<file path="config.mk">
export PLATFORM = sky130hd
export DESIGN_NAME = toggle_vector_monitor
export DESIGN_NICKNAME = d
export VERILOG_FILES = /design/src/rtl/toggle_vector_monitor.sv
export SDC_FILE = /design/constraint.sdc
export NUM_CORES = 1
export LEC_CHECK = 0
export BUFFER_PORTS_ARGS = -buffer_cell sky130_fd_sc_hd__buf_2
export CAP_MARGIN = 0
export CORE_MARGIN = 4
export CORE_UTILIZATION = 45
export CTS_CLUSTER_SIZE = 20
export DETAILED_ROUTE_END_ITERATION = 8
export HOLD_SLACK_MARGIN = 0.02
export PLACE_DENSITY = 0.78
export SYNTH_ARGS = -nofsm -noshare
export SYNTH_HDL_FRONTEND = slang
export SYNTH_SLANG_ARGS = --single-unit
</file>
<file path="constraint.sdc">
create_clock -name c -period 6.1 [get_ports c]
set_clock_uncertainty 0.1 [all_clocks]
set_input_delay 0.915 -clock c [delete_from_list [all_inputs] [get_ports c]]
set_output_delay 0.915 -clock c [all_outputs]
set_load 0.01 [all_outputs]
</file>
<file path="src/rtl/toggle_vector_monitor.sv">
// Checks that every lane of an upstream self-toggling counter array inverts each cycle,
// keeping a sticky lane mask, a saturating error count and a first-failure snapshot.
module toggle_vector_monitor #(
  parameter int unsigned WIDTH      = 32,
  parameter int unsigned ERR_CNT_W  = 16,
  parameter int unsigned ARM_CYCLES = 2
) (
  input  logic                 c,
  input  logic                 r,
  input  logic [WIDTH-1:0]     a_in,
  input  logic                 en,
  input  logic                 clr,
  output logic [1:0]           state,
  output logic [WIDTH-1:0]     err_mask,
  output logic [ERR_CNT_W-1:0] err_cnt,
  output logic                 snap_valid,
  input  logic                 snap_ready,
  output logic [WIDTH-1:0]     snap_data,
  output logic [WIDTH-1:0]     snap_mask,
  output logic [ERR_CNT_W-1:0] snap_cycle
);

  typedef enum logic [1:0] {
    StIdle  = 2'd0,
    StArm   = 2'd1,
    StCheck = 2'd2
  } state_e;

  localparam int unsigned ArmW = (ARM_CYCLES > 1) ? $clog2(ARM_CYCLES) : 1;
  localparam logic [ArmW-1:0] ArmLast = ArmW'(ARM_CYCLES - 1);
  localparam logic [ERR_CNT_W-1:0] CntMax = '1;

  state_e                 state_q, state_d;
  logic [ArmW-1:0]        arm_q, arm_d;
  logic [ERR_CNT_W-1:0]   cyc_q, cyc_d;
  logic [WIDTH-1:0]       prev_q;
  logic [WIDTH-1:0]       mask_q, mask_d;
  logic [ERR_CNT_W-1:0]   cnt_q, cnt_d;
  logic                   sv_q, sv_d;
  logic [WIDTH-1:0]       sd_q, sd_d;
  logic [WIDTH-1:0]       sm_q, sm_d;
  logic [ERR_CNT_W-1:0]   sc_q, sc_d;

  logic [WIDTH-1:0]       mismatch;
  logic                   hit;
  logic                   slot_free;

  // Phase-agnostic: a lane is good when it is the inverse of its previous sample.
  assign mismatch  = (state_q == StCheck) ? (a_in ^ ~prev_q) : '0;
  assign hit       = |mismatch;
  assign slot_free = !sv_q || snap_ready;

  always_comb begin
    state_d = state_q;
    arm_d   = arm_q;
    cyc_d   = cyc_q;
    case (state_q)
      StIdle: begin
        if (en) begin
          state_d = StArm;
          arm_d   = '0;
        end
      end
      StArm: begin
        if (!en) begin
          state_d = StIdle;
        end else if (arm_q == ArmLast) begin
          state_d = StCheck;
          cyc_d   = '0;
        end else begin
          arm_d = arm_q + ArmW'(1);
        end
      end
      StCheck: begin
        if (cyc_q != CntMax) cyc_d = cyc_q + ERR_CNT_W'(1);
        if (!en) state_d = StIdle;
      end
      default: state_d = StIdle;
    endcase
  end

  always_comb begin
    mask_d = mask_q;
    cnt_d  = cnt_q;
    sv_d   = sv_q;
    sd_d   = sd_q;
    sm_d   = sm_q;
    sc_d   = sc_q;
    if (clr) begin
      // A mismatch in the clearing cycle is intentionally dropped.
      mask_d = '0;
      cnt_d  = '0;
      sv_d   = 1'b0;
      sd_d   = '0;
      sm_d   = '0;
      sc_d   = '0;
    end else begin
      if (sv_q && snap_ready) sv_d = 1'b0;
      if (hit) begin
        mask_d = mask_q | mismatch;
        if (cnt_q != CntMax) cnt_d = cnt_q + ERR_CNT_W'(1);
        if (slot_free) begin
          sv_d = 1'b1;
          sd_d = a_in;
          sm_d = mismatch;
          sc_d = cyc_q;
        end
      end
    end
  end

  always_ff @(posedge c) begin
    if (r) begin
      state_q <= StIdle;
      arm_q   <= '0;
      cyc_q   <= '0;
      prev_q  <= '0;
      mask_q  <= '0;
      cnt_q   <= '0;
      sv_q    <= 1'b0;
      sd_q    <= '0;
      sm_q    <= '0;
      sc_q    <= '0;
    end else begin
      state_q <= state_d;
      arm_q   <= arm_d;
      cyc_q   <= cyc_d;
      prev_q  <= a_in;
      mask_q  <= mask_d;
      cnt_q   <= cnt_d;
      sv_q    <= sv_d;
      sd_q    <= sd_d;
      sm_q    <= sm_d;
      sc_q    <= sc_d;
    end
  end

  assign state      = state_q;
  assign err_mask   = mask_q;
  assign err_cnt    = cnt_q;
  assign snap_valid = sv_q;
  assign snap_data  = sd_q;
  assign snap_mask  = sm_q;
  assign snap_cycle = sc_q;

endmodule

</file>
==> results.md, run 1 <==
* Relative slew slack at 29.6%
* Synth-to-layout area growth at 22.2%
* Final setup viols at 0
* 1st-pass router iterations at 4
* H-tree depth at 4
* Die ar. at 17200 um^2
* Register area share after synthesis at 52.7%
* Worst min-delay path class: register to register
* Nets at 999
* Avg Vias per Cell at 5.09
* Post-route ant nets at 0
* Pin count of the biggest net entering global routing at 78
* Design Power at 2.38 mW
* Power Density at 285 nW/um^2
* Worst Path Class, Setup: primary input to register
* Fin cells at 1157
* Slew Viols, Final at 0
* Syn avg cell area at 8.37 um^2
* Layout cell share with drive strength beyond 1 at 23.5%
* Maximum clock frequency at 277 MHz
* Cts repair resizes at 0
* Clock-pin slew on the worst setup and hold paths at 0.06 ns
* Synth Warn # at 0
* GRT overflow at 0
* EDFF count, synth at 0
* Placed cell count at 1125
* Leading cell type in the layout, fill and taps excluded: dfxtp_1
* DR vias at 5885
* Max-cap violation count at 0
* Hold Slack at 0.349 ns
* Mapped Area at 6830 um^2
* Worst r2r path cells at 7
* First-pass GRT wire length at 27900 um
* Critical Path RT at 6.34 ns
* I/O pin total at 168
* Final core occ at 56.8%
* Arrival time worst endpoint at 3.85 ns
* HPWL Detailed at 11500 um
* Filler Cells Inserted at 1346
* Syn Inst Count at 816
* Ys async rst share at 0%
* Multi-input logic area at 3040 um^2
* FF-to-FF setup slack at 2.80 ns
* Yosys reg bits at 180
* Chip Width at 131 um
* Max IR drop VDD at 0.000302 V
* WL per Instance at 14.6 um
* GP Congestion at 0.811
* Ant diodes at 0
* Post-CTS Hold Fix Bufs at 0
* Postcts setup bufs at 0
* Setup TNS at 0 ns
* Worst Tran Pin Value at 1.06 ns
* Top_reg_cell synth: dfxtp_1
* Std cell rows at 44
* Initial detailed-routing violation count at 359
* Most frequent cells in the layout: 180 x dfxtp_1, 177 x nand2_1, 167 x buf_2
* Final wirelength at 16900 um
* Final Cycle Share at 59.1%
* CTS tree: built
* WHS Path Cells at 2
* Leakage power at 3.35 nW
* Initial antenna violation count at 0
* Critical path endpoint category: register
* Yosys cell types at 48
* Status: complete, no violations
* Crit-path max FO at 52
* Crit path time final at 3.60 ns
* Vias in the first global route at 5481
* Clk buf depth at 2
* # clock sinks at 180
* CTS Buf Count at 17
* Latest clock arrival within the worst-skew pair at 0.42 ns
* Root Driver: clkbuf_16
* Port buffer count at 167
* Hold Vio Cnt, Final at 0
* DRC at 0
* Register Area at 3600 um^2
* Core area at 14700 um^2
* Net Count, Synth at 855
* Unrepaired setup endpoints after global routing: false
* Initial core utilization at 46.5%
* Tot GR Track Use at 19.4%
* Die Span Y at 131 um
* CP Launch Type: primary input
report_power, final:
group / total [mW] / switching, mW / internal (mW)
clock network: 1.10 / 0.449 / 0.649
logic: 0.0864 / 0.0582 / 0.0282
registers: 1.19 / 0.00547 / 1.19
total: 2.38 / 0.512 / 1.86
final timing paths:
check	startpoint	end
worst min-delay path	snap_cycle[13]	snap_cycle[13]
worst min register to register	snap_cycle[13]	snap_cycle[13]
worst max register to register	prev_q[7]	snap_cycle[14]
worst max-delay path	a_in[7]	snap_cycle[14]
critical path, cell delays in order:
cell	delay, ns
buf_2	0.12
xor2_1	0.33
nand4_1	0.23
nor4_1	0.65
a21o_2	0.90
buf_4	0.44
nand2_1	0.09
a21oi_1	0.15
per-stage QoR:
stage	cell area, um^2	setup slack [ns]
after global placement	7740	2.04
final	8350	2.50
after global routing	8350	2.21
after CTS	8350	2.48
after floorplan	6830	3.47
after detailed placement	7740	2.04
per-layer routing:
layer	vias up	global-route usage (%)	part of all wire [%]
li1	2995	-	-
met1	2721	25.0	46
met2	150	31.7	47
met3	19	5.39	5.8
met4	0	6.77	1.6
met5	-	0	0
sequential cells by signal, indices dropped and copies added (netlist names), 2 cells and up:
register,count
cyc_q,16
err_cnt,16
err_mask,32
prev_q,32
snap_cycle,16
snap_data,32
snap_mask,32
state,2
cell type report:
type / count / area share, %
tap: 184 / 2.76
timing repair buffer: 171 / 10.4
sequential: 180 / 43.2
clock buffer: 21 / 5.76
clock inverter: 11 / 1.48
multi-input combinational: 588 / 36.4
inverter: 2 / 0.0899
Yosys cell counts (all sizes together) (3+ instances only):
library cell	count	area (um^2)
nor3	8	40.0
o21ai	20	134
nand4	20	125
nor2b	34	213
and3	8	50.1
dfxtp	180	3600
or4	5	45.0
nand2	177	664
a311oi	6	58.8
clkbuf	31	116
buf	15	86.3
o211ai	3	22.5
nand2b	3	18.8
nand3	14	70.1
a21oi	100	527
nor2	120	453
or3	9	56.3
a31oi	3	18.8
nor4	4	40.0
xor2	34	305
cells by family (layout without fill, tap and decap cells):
| logic type | count (synthesis) | after routing | share of synthesized area (%) |
|---|---|---|---|
| buf+inv | 48 | 205 | 3.08 |
| compound gates | 140 | 140 | 12.2 |
| fa+ha+maj | 2 | 2 | 0.366 |
| simple gates | 410 | 410 | 26.9 |
| xor+xnor | 34 | 34 | 4.47 |
| mux | 2 | 2 | 0.293 |
| flops | 180 | 180 | 52.7 |
No activity file was read; power rests on OpenSTA's default activity.
==> run 2, diff against run 1 <==
--- a/config.mk
+++ b/config.mk
@@ -12,7 +12,7 @@
 export CTS_CLUSTER_SIZE = 20
 export DETAILED_ROUTE_END_ITERATION = 8
 export HOLD_SLACK_MARGIN = 0.02
-export PLACE_DENSITY = 0.78
+export PLACE_DENSITY = 0.81
 export SYNTH_ARGS = -nofsm -noshare
 export SYNTH_HDL_FRONTEND = slang
 export SYNTH_SLANG_ARGS = --single-unit
==> constraint.sdc (replaced) <==
create_clock -name c -period 3.1 [get_ports c]
set_clock_uncertainty 0.1 [all_clocks]
set_input_delay 0.465 -clock c [delete_from_list [all_inputs] [get_ports c]]
set_output_delay 0.465 -clock c [all_outputs]
set_load 0.01 [all_outputs]
==> results.md, run 2 (synthesis gave the netlist of run 1 again) <==
* Status: complete, no violations
* Root Driver: clkbuf_16
* WL per Instance at 14.6 um (about the same)
* Port buffer count at 167 (unchanged)
* Family with the most delay on the worst path: simple AND/OR/NAND/NOR gates
* Design Power at 4.66 mW (+96%)
* Initial detailed-routing violation count at 438 (+22%)
* Postcts setup bufs at 0 (unchanged)
* Clk buf depth at 2 (unchanged)
* Relative slew slack at 42.0% (+12 points)
* Ant diodes at 0 (unchanged)
* Maximum clock frequency at 410 MHz
* Slew Viols, Final at 0 (unchanged)
* Leakage power at 3.39 nW (+1.2%)
* H-tree depth at 4 (unchanged)
* Power Internal at 3.62 mW (+94%)
* FF-to-FF setup slack at 0.66 ns (-2.14 ns)
* Layout cell share with drive strength beyond 1 at 24.1% (+0.60 points)
* GP Congestion at 0.828 (+2.1%)
* Crit-path max FO at 50 (-3.8%)
* Synth-to-layout area growth at 23.4%
* Arrival time worst endpoint at 2.62 ns (-1.23 ns)
* DRC at 0 (unchanged)
* WHS Path Cells at 2 (unchanged)
* Cell Area, Placed at 7840 um^2 (+1.2%)
* Chip Width at 131 um (unchanged)
* Worst Tran Pin Value at 0.869 ns (-0.187 ns)
* Worst path bufs/invs at 1 (-1)
* I/O pin total at 168 (unchanged)
* Pin count of the biggest net entering global routing at 53 (-32%)
* Comb power frac at 3.8% (+0.2 points)
* Worst Path Class, Setup: register to register
* Post-Place Setup Slack at 0.358 ns (-1.68 ns)
* HPWL Detailed at 11700 um (+1.3%)
* 1st-pass router iterations at 5 (+1)
* Switching Share at 22.3% (+0.71 points)
* Design area at 8430 um^2 (+0.96%)
* Post-CTS Hold Fix Bufs at 0 (unchanged)
* GRT overflow at 0 (unchanged)
* Latest clock arrival within the worst-skew pair at 0.42 ns (about the same)
* Crit path largest cell delay at 0.62 ns (-0.28 ns)
* Nets at 1008 (+0.90%)
* Clock share of power at 45.8% (-0.4 points)
* Clock-pin slew on the worst setup and hold paths at 0.07 ns (about the same)
* # clock sinks at 180 (unchanged)
* DR vias at 6029 (+2.4%)
* Power Density at 553 nW/um^2 (+94%)
* Cells along the critical path: xor2_1, nand4_1, nor4_1, a21oi_4, buf_12, nand2_1, a21oi_1
* WL met3 at 862 um (-12%)
* Final setup margin at 0.663 ns (-1.83 ns)
* Setup TNS at 0 ns (unchanged)
* Core area at 14700 um^2 (unchanged)
* Critical Path RT at 3.28 ns (-3.06 ns)
* CP Launch Type: register
* Most frequent cells in the layout: 180 x dfxtp_1, 177 x nand2_1, 167 x buf_2
* Worst min-delay path class: primary input to register
* Avg Vias per Cell at 5.17 (+1.7%)
* Initial antenna violation count at 0 (unchanged)
* Met2 WL post-DR at 8170 um (+2.7%)
* Post-route ant nets at 0 (unchanged)
* Tot GR Track Use at 19.8% (+0.41 points)
* Critical path endpoint category: register
* Crit-path slowest cell: nor4_1
* First-pass GRT wire length at 28400 um (+1.9%)
* Std cell rows at 44 (unchanged)
* Leading cell type in the layout, fill and taps excluded: dfxtp_1
* Initial core utilization at 46.5% (unchanged)
* Max layer used: met4
* CTS tree: built
* Crit path time final at 2.44 ns
* Final wirelength at 17100 um (+0.85%)
* Max-cap violation count at 0 (unchanged)
* Fin cells at 1166 (+0.78%)
* Worst path depth at 7 (-1)
* Unrepaired setup endpoints after global routing: false
* Cts repair resizes at 0 (unchanged)
* Die ar. at 17200 um^2 (unchanged)
* Final setup viols at 0 (unchanged)
* Max IR drop VDD at 0.000348 V (+15%)
* Placed cell count at 1134 (+0.80%)
* Net Switching at 1.04 mW (+100%)
* CTS Buf Count at 17 (unchanged)
* Vias in the first global route at 5675 (+3.5%)
* Filler Cells Inserted at 1404 (+4.3%)
* Die Span Y at 131 um (unchanged)
* Final Cycle Share at 78.6%
* Sequential share of power at 50.4% (+0.2 points)
* Hold Vio Cnt, Final at 0 (unchanged)
* Worst r2r path cells at 7 (unchanged)
* Metal-1 WL at 7650 um (-0.88%)
==> run 2: power groups by stage <==
| stage | combinational [mW] | sequential, mW | clock, mW |
|---|---|---|---|
| 4_1_cts | 0.177 | 2.35 | 2.19 |
| 5_1_grt | 0.194 | 2.35 | 2.29 |
| 3_5_place_dp | 0.176 | 2.40 | 0 |
| 6_report | 0.175 | 2.35 | 2.13 |
| 2_1_floorplan | 0.100 | 2.40 | 0 |
| 3_3_place_gp | 0.174 | 2.40 | 0 |
==> run 2: final timing paths <==
| kind | startpoint | endpoint |
|---|---|---|
| worst min register to register | snap_mask[9] | snap_mask[9] |
| worst max register to register | prev_q[6] | snap_data[26] |
| worst min-delay path | a_in[22] | prev_q[22] |
| worst max-delay path | prev_q[6] | snap_data[26] |
==> run 2: cell type report <==
class                      instances  area (um^2)  area share (%)
sequential                       180         3600            42.8
multi-input combinational        588         3040            36.0
timing repair buffer             180          958            11.4
clock buffer                      19          443            5.26
tap                              184          230            2.73
clock inverter                    13          149            1.77
inverter                           2         7.51          0.0891
==> run 2: per-stage QoR <==
| stage | hold slack [ns] | util [%] |
|---|---|---|
| CTS | 0.181 | 57.3 |
| global placement | 0.339 | 53.3 |
| global route | 0.189 | 57.3 |
| floorplan | 0.359 | - |
| detailed placement | 0.343 | 53.3 |
| finish | 0.193 | 57.3 |
==> run 2: worst reg2reg max path, cell delays in order (launching register included) <==
cell and delay, ns:
dfxtp_1 0.32, xor2_1 0.22, nand4_1 0.23, nor4_1 0.62, a21oi_4 0.35, buf_12 0.30, nand2_1 0.11, a21oi_1 0.06
==> run 2: metal layers <==
layer / up-vias / global-route usage, %
li1: 3025 / -
met1: 2813 / 25.3
met2: 162 / 32.6
met3: 29 / 4.63
met4: 0 / 8.28
met5: - / 0
==> run 3, diff against run 2 <==
--- a/config.mk
+++ b/config.mk
@@ -12,7 +12,7 @@
 export CTS_CLUSTER_SIZE = 20
 export DETAILED_ROUTE_END_ITERATION = 8
 export HOLD_SLACK_MARGIN = 0.02
-export PLACE_DENSITY = 0.81
+export PLACE_DENSITY = 0.78
 export SYNTH_ARGS = -nofsm -noshare
 export SYNTH_HDL_FRONTEND = slang
 export SYNTH_SLANG_ARGS = --single-unit
==> constraint.sdc (replaced) <==
create_clock -name c -period 2.3 [get_ports c]
set_clock_uncertainty 0.1 [all_clocks]
set_input_delay 0.345 -clock c [delete_from_list [all_inputs] [get_ports c]]
set_output_delay 0.345 -clock c [all_outputs]
set_load 0.01 [all_outputs]
==> results.md, run 3 (synthesis gave the netlist of run 1 again) <==
* Pin count of the biggest net entering global routing at 63 (+19%)
* Unrepaired setup endpoints after global routing: false
* FF-to-FF setup slack at 0.11 ns (-0.55 ns)
* Nets at 1036 (+2.8%)
* Clk buf depth at 2 (unchanged)
* Max IR drop VDD at 0.000616 V (+77%)
* Final setup viols at 0 (unchanged)
* Cell Area, Placed at 8080 um^2 (+3.1%)
* Avg Vias per Cell at 5.08 (-1.8%)
* Vias in the first global route at 5802 (+2.2%)
* Filler Cells Inserted at 1359 (-3.2%)
* First-pass GRT wire length at 28900 um (+1.6%)
* Maximum clock frequency at 457 MHz (+11%)
* Root Driver: clkbuf_16
* Leading cell type in the layout, fill and taps excluded: dfxtp_1
* Worst Tran Pin Value at 0.675 ns (-0.194 ns)
* DR vias at 6063 (+0.56%)
* CP Launch Type: register
* Setup TNS at 0 ns (unchanged)
* R2r endpoint: err_cnt[5]
* CTS tree: built
* Worst min-delay path class: primary input to register
* H-tree depth at 4 (unchanged)
* DRC at 0 (unchanged)
* Die ar. at 17200 um^2 (unchanged)
* Final Cycle Share at 95.1% (+16 points)
* Initial detailed-routing violation count at 340 (-22%)
* Ant diodes at 0 (unchanged)
* Worst r2r src: err_cnt[3]
* Crit-path slowest cell: or4b_2
* Latest clock arrival within the worst-skew pair at 0.43 ns (about the same)
* WL per Instance at 14.6 um (-0.13%)
* I/O pin total at 168 (unchanged)
* Design area at 8700 um^2 (+3.3%)
* HPWL Detailed at 12100 um (+3.2%)
* Chip Width at 131 um (unchanged)
* Hold endpoint: prev_q[1]
* 1st-pass router iterations at 6 (+1)
* Max-cap violation count at 0 (unchanged)
* Final wirelength at 17400 um (+2.3%)
* Critical Path RT at 2.57 ns (-0.71 ns)
* Relative slew slack at 55.0% (+13 points)
* Post-route ant nets at 0 (unchanged)
* WHS Path Cells at 2 (unchanged)
* Layout cell share with drive strength beyond 1 at 26.6% (+2.5 points)
* Final core occ at 59.2% (+1.9 points)
* Crit path largest cell delay at 0.60 ns (-0.02 ns)
* Leakage power at 3.56 nW (+4.9%)
* CTS Buf Count at 17 (unchanged)
* Core area at 14700 um^2 (unchanged)
* Hold path startpoint: a_in[1]
* Most frequent cells in the layout: 180 x dfxtp_1, 177 x nand2_1, 167 x buf_2
* Worst Path Class, Setup: register to register
* Die Span Y at 131 um (unchanged)
* # clock sinks at 180 (unchanged)
* Initial antenna violation count at 0 (unchanged)
* Post-Place Setup Slack at -0.161 ns (-0.519 ns)
* Design Power at 6.29 mW (+35%)
* Hold Vio Cnt, Final at 0 (unchanged)
* Status: complete, no violations
* GP Congestion at 0.812 (-2.0%)
* Tot GR Track Use at 20.2% (+0.32 points)
* Slew Viols, Final at 0 (unchanged)
* Synth-to-layout area growth at 27.4%
* Port buffer count at 167 (unchanged)
* Fin cells at 1194 (+2.4%)
* Crit-path max FO at 25 (-50%)
* Placed cell count at 1161 (+2.4%)
* Arrival time worst endpoint at 2.45 ns (-0.17 ns)
* Final setup margin at 0.113 ns (-0.549 ns)
* GRT overflow at 0 (unchanged)
* Critical path endpoint category: register
* Initial core utilization at 46.5% (unchanged)
* Std cell rows at 44 (unchanged)
* Crit path time final at 2.19 ns (-0.251 ns)
* Worst r2r path cells at 7 (unchanged)
* Cells along the critical path: and3_1, and4_1, a21oi_2, o21ai_4, buf_12, or4b_2, o21ai_1
* Hold Slack at 0.0708 ns (-0.122 ns)
* Clock-pin slew on the worst setup and hold paths at 0.07 ns (about the same)
* Power Density at 723 nW/um^2 (+31%)
## run 3: cell types whose count changed in the layout (fill, tap and decap cells not counted)
cell        before  now
inv_6            4    1
xor2_2           1    3
buf_6            0    1
clkinvlp_4       3    2
nor4_2           0    2
clkinv_2         1    4
buf_4           11   35
clkbuf_8         1    2
nor4_1           3    1
xor2_1          33   31
buf_12           2    5
## run 3: worst max path at each step
stage,cells after the start,startpoint,endpoint,slack (ns)
after global placement,9,a_in[7],snap_mask[27],-0.14
after floorplan,7,cyc_q[0],cyc_q[5],0.20
after CTS,8,prev_q[7],snap_data[24],0.08
final,7,err_cnt[3],err_cnt[5],0.11
after detailed placement,9,a_in[7],snap_data[21],-0.16
after global routing,8,prev_q[6],snap_mask[7],0.02
## run 3: where the power goes
| part | leakage, nW | internal, mW | total (mW) | switching (mW) |
|---|---|---|---|---|
| Sequential | 1.46 | 3.15 | 3.17 | 0.0155 |
| Clock | 0.286 | 1.66 | 2.87 | 1.21 |
| Combinational | 1.82 | 0.0992 | 0.261 | 0.162 |
| Total | 3.56 | 4.91 | 6.29 | 1.39 |
## run 3: worst max-delay path, delay by kind of cell, from the launching register on
kind | cells | cell delay, ns
DFF | 1 | 0.35
AOI/OAI and AO/OA | 3 | 0.44
and+or+nand+nor | 3 | 1.04
buffers and inverters | 1 | 0.17
## run 3: cell type report
class | instances | area, um^2 | area share (%)
clock inverter | 12 | 130 | 1.50
inverter | 2 | 7.51 | 0.0863
multi-input combinational | 588 | 3060 | 35.2
timing repair buffer | 208 | 1210 | 13.9
sequential | 180 | 3600 | 41.4
tap | 184 | 230 | 2.65
clock buffer | 20 | 457 | 5.25
## run 3: layer usage
layer  vias to the layer above  part of all wire [%]  global-route usage (%)
met4                         0                   1.6                    7.35
met5                         -                     0                       0
li1                       3081                     -                       -
met2                       150                    48                    33.7
met1                      2811                    45                    25.1
met3                        21                   5.3                    5.50
## run 3: what timing repair did
item,CTS,global route
hold buffers,0,0
setup buffers,0,1
pin swaps,0,4
resized for setup,1,4
setup endpoints to repair,3,97
